==> config.mk <==
export PLATFORM = sky130hd
export DESIGN_NAME = branch_predictor_flat
export DESIGN_NICKNAME = d
export VERILOG_FILES = /design/src/rtl/branch_predictor_pkg.sv /design/src/rtl/branch_predictor_if.sv /design/src/rtl/bp_sat_counter.sv /design/src/rtl/branch_predictor.sv /design/src/flat_wrapper.sv
export SDC_FILE = /design/constraint.sdc
export NUM_CORES = 2
export LEC_CHECK = 0
export ABC_AREA = 1
export BUFFER_PORTS_ARGS = -buffer_cell sky130_fd_sc_hd__buf_2
export CAP_MARGIN = 20
export CORE_ASPECT_RATIO = 0.75
export CORE_UTILIZATION = 40
export DETAILED_ROUTE_END_ITERATION = 8
export GPL_TIMING_DRIVEN = 0
export HOLD_SLACK_MARGIN = 0.12
export SYNTH_ARGS = -nofsm -noshare
export SYNTH_HDL_FRONTEND = slang
export SYNTH_SLANG_ARGS = --single-unit
export TNS_END_PERCENT = 100
==> constraint.sdc <==
create_clock -name CLK -period 4.1 [get_ports CLK]
set_clock_uncertainty 0.15 [all_clocks]
set_input_delay 0.41 -clock CLK [delete_from_list [all_inputs] [get_ports CLK]]
set_output_delay 0.41 -clock CLK [all_outputs]
set_load 0.01 [all_outputs]
==> src/rtl/branch_predictor_pkg.sv <==
// Shared types for the branch predictor / BTB: counter states and the table entry layout.
package branch_predictor_pkg;

  // Widest tag a 32-bit word-aligned PC can need (ENTRIES >= 2 leaves at most 29 bits).
  localparam int BP_TAG_MAX_W = 30;

  typedef enum logic [1:0] {
    CTR_SNT = 2'b00,
    CTR_WNT = 2'b01,
    CTR_WT  = 2'b10,
    CTR_ST  = 2'b11
  } bp_ctr_t;

  localparam bp_ctr_t BP_CTR_INIT = CTR_WNT;

  typedef struct packed {
    logic                    valid;
    logic [BP_TAG_MAX_W-1:0] tag;
    logic [31:0]             target;
    bp_ctr_t                 ctr;
  } bp_entry_t;

endpackage

==> src/rtl/branch_predictor_if.sv <==
// Fetch-side lookup and MEM-side training signals between the pipeline and the predictor.
interface branch_predictor_if;
  logic [31:0] if_pc;
  logic        pred_taken;
  logic [31:0] pred_npc;
  logic        upd_valid;
  logic [31:0] upd_pc;
  logic        upd_taken;
  logic [31:0] upd_target;
  logic        upd_pred_taken;
  logic [31:0] upd_pred_npc;
  logic        mispredict;

  modport master (
    output if_pc, upd_valid, upd_pc, upd_taken, upd_target, upd_pred_taken, upd_pred_npc,
    input  pred_taken, pred_npc, mispredict
  );

  modport slave (
    input  if_pc, upd_valid, upd_pc, upd_taken, upd_target, upd_pred_taken, upd_pred_npc,
    output pred_taken, pred_npc, mispredict
  );
endinterface

==> src/rtl/bp_sat_counter.sv <==
// 32-bit event counter that sticks at all-ones instead of wrapping.
module bp_sat_counter (
  input  logic        CLK,
  input  logic        nRST,
  input  logic        inc,
  output logic [31:0] cnt
);

  function automatic logic [31:0] sat_inc(input logic [31:0] v);
    return (v == 32'hFFFF_FFFF) ? v : v + 32'd1;
  endfunction

  always_ff @(posedge CLK or negedge nRST) begin
    if (!nRST) begin
      cnt <= '0;
    end else if (inc) begin
      cnt <= sat_inc(cnt);
    end
  end

endmodule

==> src/rtl/branch_predictor.sv <==
// Direct-mapped BTB with 2-bit saturating counters: combinational lookup in IF,
// training from resolved conditional branches in MEM, plus saturating statistics.
import branch_predictor_pkg::*;

module branch_predictor #(
  parameter int ENTRIES = 16
) (
  input  logic               CLK,
  input  logic               nRST,
  branch_predictor_if.slave  bp,
  output logic [31:0]        stat_branches,
  output logic [31:0]        stat_mispredicts
);

  localparam int IDX_W = $clog2(ENTRIES);
  localparam int TAG_W = 30 - IDX_W;

  // Tags are stored zero-extended into the fixed-width package field.
  function automatic logic [BP_TAG_MAX_W-1:0] make_tag(input logic [31:0] pc);
    logic [TAG_W-1:0] t;
    t = pc[31:IDX_W+2];
    return {{(BP_TAG_MAX_W-TAG_W){1'b0}}, t};
  endfunction

  function automatic bp_ctr_t ctr_inc(input bp_ctr_t c);
    bp_ctr_t r;
    case (c)
      CTR_SNT: r = CTR_WNT;
      CTR_WNT: r = CTR_WT;
      default: r = CTR_ST;
    endcase
    return r;
  endfunction

  function automatic bp_ctr_t ctr_dec(input bp_ctr_t c);
    bp_ctr_t r;
    case (c)
      CTR_ST:  r = CTR_WT;
      CTR_WT:  r = CTR_WNT;
      default: r = CTR_SNT;
    endcase
    return r;
  endfunction

  bp_entry_t        tbl [ENTRIES];
  logic [IDX_W-1:0] lk_idx;
  logic [IDX_W-1:0] up_idx;
  bp_entry_t        lk_e;
  bp_entry_t        up_e;
  logic             lk_hit;
  logic             up_hit;
  logic             unused_pc_lsbs;

  assign unused_pc_lsbs = ^{bp.if_pc[1:0], bp.upd_pc[1:0]};

  // Lookup reads the registered table only, so a same-cycle update is not bypassed.
  assign lk_idx = bp.if_pc[IDX_W+1:2];
  assign lk_e   = tbl[lk_idx];
  assign lk_hit = lk_e.valid && (lk_e.tag == make_tag(bp.if_pc));

  assign bp.pred_taken = lk_hit & lk_e.ctr[1];
  assign bp.pred_npc   = bp.pred_taken ? lk_e.target : bp.if_pc + 32'd4;

  assign up_idx = bp.upd_pc[IDX_W+1:2];
  assign up_e   = tbl[up_idx];
  assign up_hit = up_e.valid && (up_e.tag == make_tag(bp.upd_pc));

  assign bp.mispredict = (bp.upd_pred_taken != bp.upd_taken) ||
                         (bp.upd_pred_taken && bp.upd_taken && (bp.upd_pred_npc != bp.upd_target));

  always_ff @(posedge CLK or negedge nRST) begin
    if (!nRST) begin
      for (int i = 0; i < ENTRIES; i++) begin
        tbl[i] <= '{valid: 1'b0, tag: '0, target: '0, ctr: BP_CTR_INIT};
      end
    end else if (bp.upd_valid) begin
      if (up_hit) begin
        if (bp.upd_taken) begin
          tbl[up_idx].ctr    <= ctr_inc(up_e.ctr);
          tbl[up_idx].target <= bp.upd_target;
        end else begin
          tbl[up_idx].ctr    <= ctr_dec(up_e.ctr);
        end
      end else if (bp.upd_taken) begin
        // Not-taken misses never allocate; taken misses evict whatever aliased here.
        tbl[up_idx] <= '{valid: 1'b1, tag: make_tag(bp.upd_pc), target: bp.upd_target, ctr: CTR_WT};
      end
    end
  end

  bp_sat_counter u_stat_branches (
    .CLK  (CLK),
    .nRST (nRST),
    .inc  (bp.upd_valid),
    .cnt  (stat_branches)
  );

  bp_sat_counter u_stat_mispredicts (
    .CLK  (CLK),
    .nRST (nRST),
    .inc  (bp.upd_valid & bp.mispredict),
    .cnt  (stat_mispredicts)
  );

endmodule
==> src/flat_wrapper.sv <==
// flat-port wrapper written by rule: the top's interface ports become plain ports
module branch_predictor_flat 
#(
  parameter int ENTRIES = 16
)
  (CLK, nRST, stat_branches, stat_mispredicts, bp_if_pc, bp_upd_valid, bp_upd_pc, bp_upd_taken, bp_upd_target, bp_upd_pred_taken, bp_upd_pred_npc, bp_pred_taken, bp_pred_npc, bp_mispredict);
  branch_predictor_if bp_i ();
  input  logic CLK;
  input  logic nRST;
  output logic [31:0] stat_branches;
  output logic [31:0] stat_mispredicts;
  input wire logic [$bits(bp_i.if_pc)-1:0] bp_if_pc;
  input wire logic [$bits(bp_i.upd_valid)-1:0] bp_upd_valid;
  input wire logic [$bits(bp_i.upd_pc)-1:0] bp_upd_pc;
  input wire logic [$bits(bp_i.upd_taken)-1:0] bp_upd_taken;
  input wire logic [$bits(bp_i.upd_target)-1:0] bp_upd_target;
  input wire logic [$bits(bp_i.upd_pred_taken)-1:0] bp_upd_pred_taken;
  input wire logic [$bits(bp_i.upd_pred_npc)-1:0] bp_upd_pred_npc;
  output wire logic [$bits(bp_i.pred_taken)-1:0] bp_pred_taken;
  output wire logic [$bits(bp_i.pred_npc)-1:0] bp_pred_npc;
  output wire logic [$bits(bp_i.mispredict)-1:0] bp_mispredict;
  assign bp_i.if_pc = bp_if_pc;
  assign bp_i.upd_valid = bp_upd_valid;
  assign bp_i.upd_pc = bp_upd_pc;
  assign bp_i.upd_taken = bp_upd_taken;
  assign bp_i.upd_target = bp_upd_target;
  assign bp_i.upd_pred_taken = bp_upd_pred_taken;
  assign bp_i.upd_pred_npc = bp_upd_pred_npc;
  assign bp_pred_taken = bp_i.pred_taken;
  assign bp_pred_npc = bp_i.pred_npc;
  assign bp_mispredict = bp_i.mispredict;
  branch_predictor #(.ENTRIES(ENTRIES)) u_core (.CLK(CLK), .nRST(nRST), .bp(bp_i), .stat_branches(stat_branches), .stat_mispredicts(stat_mispredicts));
endmodule
==> metrics.md <==
| Metric | Value |
|---|---|
| Worst min-delay path startpoint | `bp_upd_taken` |
| Place WS | `-1820 ps` |
| Final core utilization | `between 40% and 50%` |
| Share of layout cells above drive strength 1 | `roughly 12%` |
| Top cell type's share of synthesized area | `between 40% and 50%` |
| H-Tree Depth | `3` |
| Synth cell count leaders | `nand2_1, o21ai_0, dfrtp_1, inv_1, nor2_1` |
| Hold Crit Depth | `7` |
| Clk slew on worst S/H paths | `60 ps` |
| FF+latch count, synth | `1,040` |
| CTS Buf Count | `~110` |
| Initial antenna violation count | `45` |
| Number of global-route vias before repair | `53,400` |
| RR Endpoint | `u_core.tbl[239]` |
| DR iter-0 viols | `slightly above 10,000` |
| Final Cycle Share | `105%` |
| # nets final | `roughly 8,000` |
| Status | `finished with violations` |
| Maxcap violations | `0` |
| Crit path DAT | `3750 ps` |
| Cell with the most instances after synthesis | `nand2_1` |
| Async SR Flop Fraction | `between 90% and 100%` |
| Top FF cell, synth | `dfrtp_1` |
| Post-synth EDFFs | `0` |
| Synth area leader | `dfrtp_1` |
| DR WL met3 | `53,700 um` |
| Power density over the cells | `between 400 and 500 nW/um^2` |
| GRT overflow | `0` |
| DP Wirelength | `about 240,000 um` |
| Maximum VDD drop | `approximately 0.00034 V` |
| YS warnings | `0` |
| R2R cell count | `18` |
| Syn nets | `7,496` |
| Worst slew pin tran | `between 1000 and 1500 ps` |
| Die width | `around 430 um` |
| Clock latency on the worst-skew pair | `approximately 800 ps` |
| Crit path required time | `between 3000 and 4000 ps` |
| Kind of critical path | `in -> out` |
| Tmin final | `4310 ps` |
| Register area share after synthesis | `47.7%` |
| Failing checks | `setup timing` |
| Mapped Avg Cell Area | `between 7 and 8 um^2` |
| Vias/cell | `6.17` |
| Final wirelength | `between 300,000 and 400,000 um` |
| DR vias | `~60,000` |
| Hold EP | `u_core.tbl[66]` |
| R2r startpoint | `u_core.tbl[367]` |
| CTS Root Cell | `clkbuf_16` |
| Gpl congestion | `1.09` |
| Met2 wire length | `114,000 um` |
| Hold Crit Class | `in -> reg` |
| Core region area | `about 130,000 um^2` |
| Layout area overhead | `18.0%` |
| Largest net degree at the start of global routing | `roughly 160` |
| Cell count after synthesis | `approximately 7,400` |
| RSZ-0062 raised after global routing | `yes` |
| Die area | `around 140,000 um^2` |
| Final total power | `30,900 uW` |
| Max frequency | `232 MHz` |
| IO Pins | `roughly 230` |
| Endpoint type of the worst setup path | `output port` |
| Reg2Reg Setup Slack | `around 60 ps` |
| Pleak | `~0.031 uW` |
| WL per Instance | `around 33 um` |
| Synth unique cells | `46` |
| M1 WL | `about 140,000 um` |
| CP Max Fanout | `10` |
| Final setup viols | `between 70 and 80` |
| Fin worst setup slack | `-206 ps` |
| Post-route DRC | `0` |
| CTS sink count | `1,040` |
| Initial core utilization | `40.6%` |
| 1st-pass router iterations | `7` |
| DR top layer | `met5` |
| CTS tree | `built` |
| # rows | `about 120` |
| Die Y | `~320 um` |
| Final ANT Viol Nets | `0` |
| Number of port buffers | `between 200 and 250` |
| Synth area leaders | `dfrtp_1, nand2_1, o21ai_0, inv_1, nor2_1` |
| Longest Clk Path Bufs | `3` |
| CP startpoint kind | `input port` |
| Slew Limit Fails | `0` |
| Mapped Area | `54,600 um^2` |
| Final hold violation count | `0` |
| Slew margin rel. | `about 14%` |
| First-pass GRT wire length | `between 400,000 and 500,000 um` |
| GRT Util Overall | `44.7%` |
-- state kept, by name, indices dropped and copies added (netlist names) --
register / cells
u_core.tbl: 976
u_core.u_stat_branches.cnt: 32
u_core.u_stat_mispredicts.cnt: 32
-- power by group --
part / total (uW) / leakage (uW) / internal (uW) / switching, uW
Sequential: 13400 / 0.0132 / 12100 / 1270
Clock: 10900 / 0.00192 / 6180 / 4770
Combinational: 6560 / 0.0155 / 2000 / 4560
-- repair_timing --
item	4_1_cts	5_1_grt
hold buffers	52	0
resized for setup	372	135
setup endpoints to repair	259	384
pin swaps	11	20
setup buffers	15	8
hold endpoints to repair	586	0
gates cloned	0	2
-- metal layers --
metal	track usage [%]	vias up
met1	65.8	29600
met5	0	-
met3	21.9	661
met4	15.4	28
li1	-	25000
met2	54.9	4486
-- logic make-up after synthesis --
| group | Yosys count | share of synthesized area (%) |
|---|---|---|
| adder cells (fa/ha/maj) | 4 | 0.0917 |
| AO/OA/AOI/OAI | 2013 | 19.3 |
| AND/OR/NAND/NOR | 3201 | 23.3 |
| flip-flops | 1040 | 47.7 |
| XOR/XNOR | 124 | 1.99 |
| buffers and inverters | 977 | 7.50 |
-- worst max path at each step --
| stage | slack, ps | cells after the start | endpoint | from |
|---|---|---|---|---|
| after floorplan | 1150 | 17 | bp_pred_npc[14] | bp_if_pc[3] |
| after global placement | -21580 | 1 | u_core.tbl[224] | nRST |
| after detailed placement | -1820 | 14 | bp_pred_npc[10] | bp_if_pc[2] |
| after CTS | 7 | 15 | bp_pred_npc[9] | bp_if_pc[2] |
| after global routing | -130 | 13 | bp_pred_npc[4] | u_core.tbl[901] |
| final | -210 | 19 | bp_pred_npc[12] | bp_if_pc[3] |
-- cell type report --
class                      count  area, um^2
fill                       13700       70000
sequential                  1040       26000
multi-input combinational   5342       24900
clock buffer                 166        3310
buffer                       537        3230
timing repair buffer         325        2440
tap                         1770        2210
inverter                     440        1660
clock inverter                44         553
antenna                       21        52.6
-- stage by stage --
step / cells / hold WS, ps / setup TNS (ps) / cell area (um^2)
finish: 9685 / 179 / -6510 / 64400
global placement: 9355 / 301 / - / 57900
floorplan: 7359 / -35.6 / 0 / 54600
global route: 9666 / 189 / -3010 / 64300
CTS: 9652 / 131 / 0 / 63800
detailed placement: 9375 / 243 / -444730 / 58300
-- placed cells by master, fill, tap and decap left out, types with 195 or more instances in the layout --
cell type	instances
a21oi_1	215
buf_2	310
clkbuf_1	219
dfrtp_1	1023
inv_1	427
nand2_1	2373
nand3_1	216
nor2_1	413
o21ai_0	1389
o21ai_1	195
-- worst max-delay path, stage by stage --
cell and delay [ps]:
buf_2 210, buf_6 210, buf_12 180, clkbuf_16 200
o21ai_1 80, o211ai_1 630, nand3_2 290, nand3_2 210
and3_4 190, nand2_2 60, nor2_2 140, nand2_2 130
nor2_4 180, buf_6 170, buf_6 110, nand2_2 40
nand2_2 100, inv_1 40, buf_2 130
No activity file was read; power rests on OpenSTA's default activity.
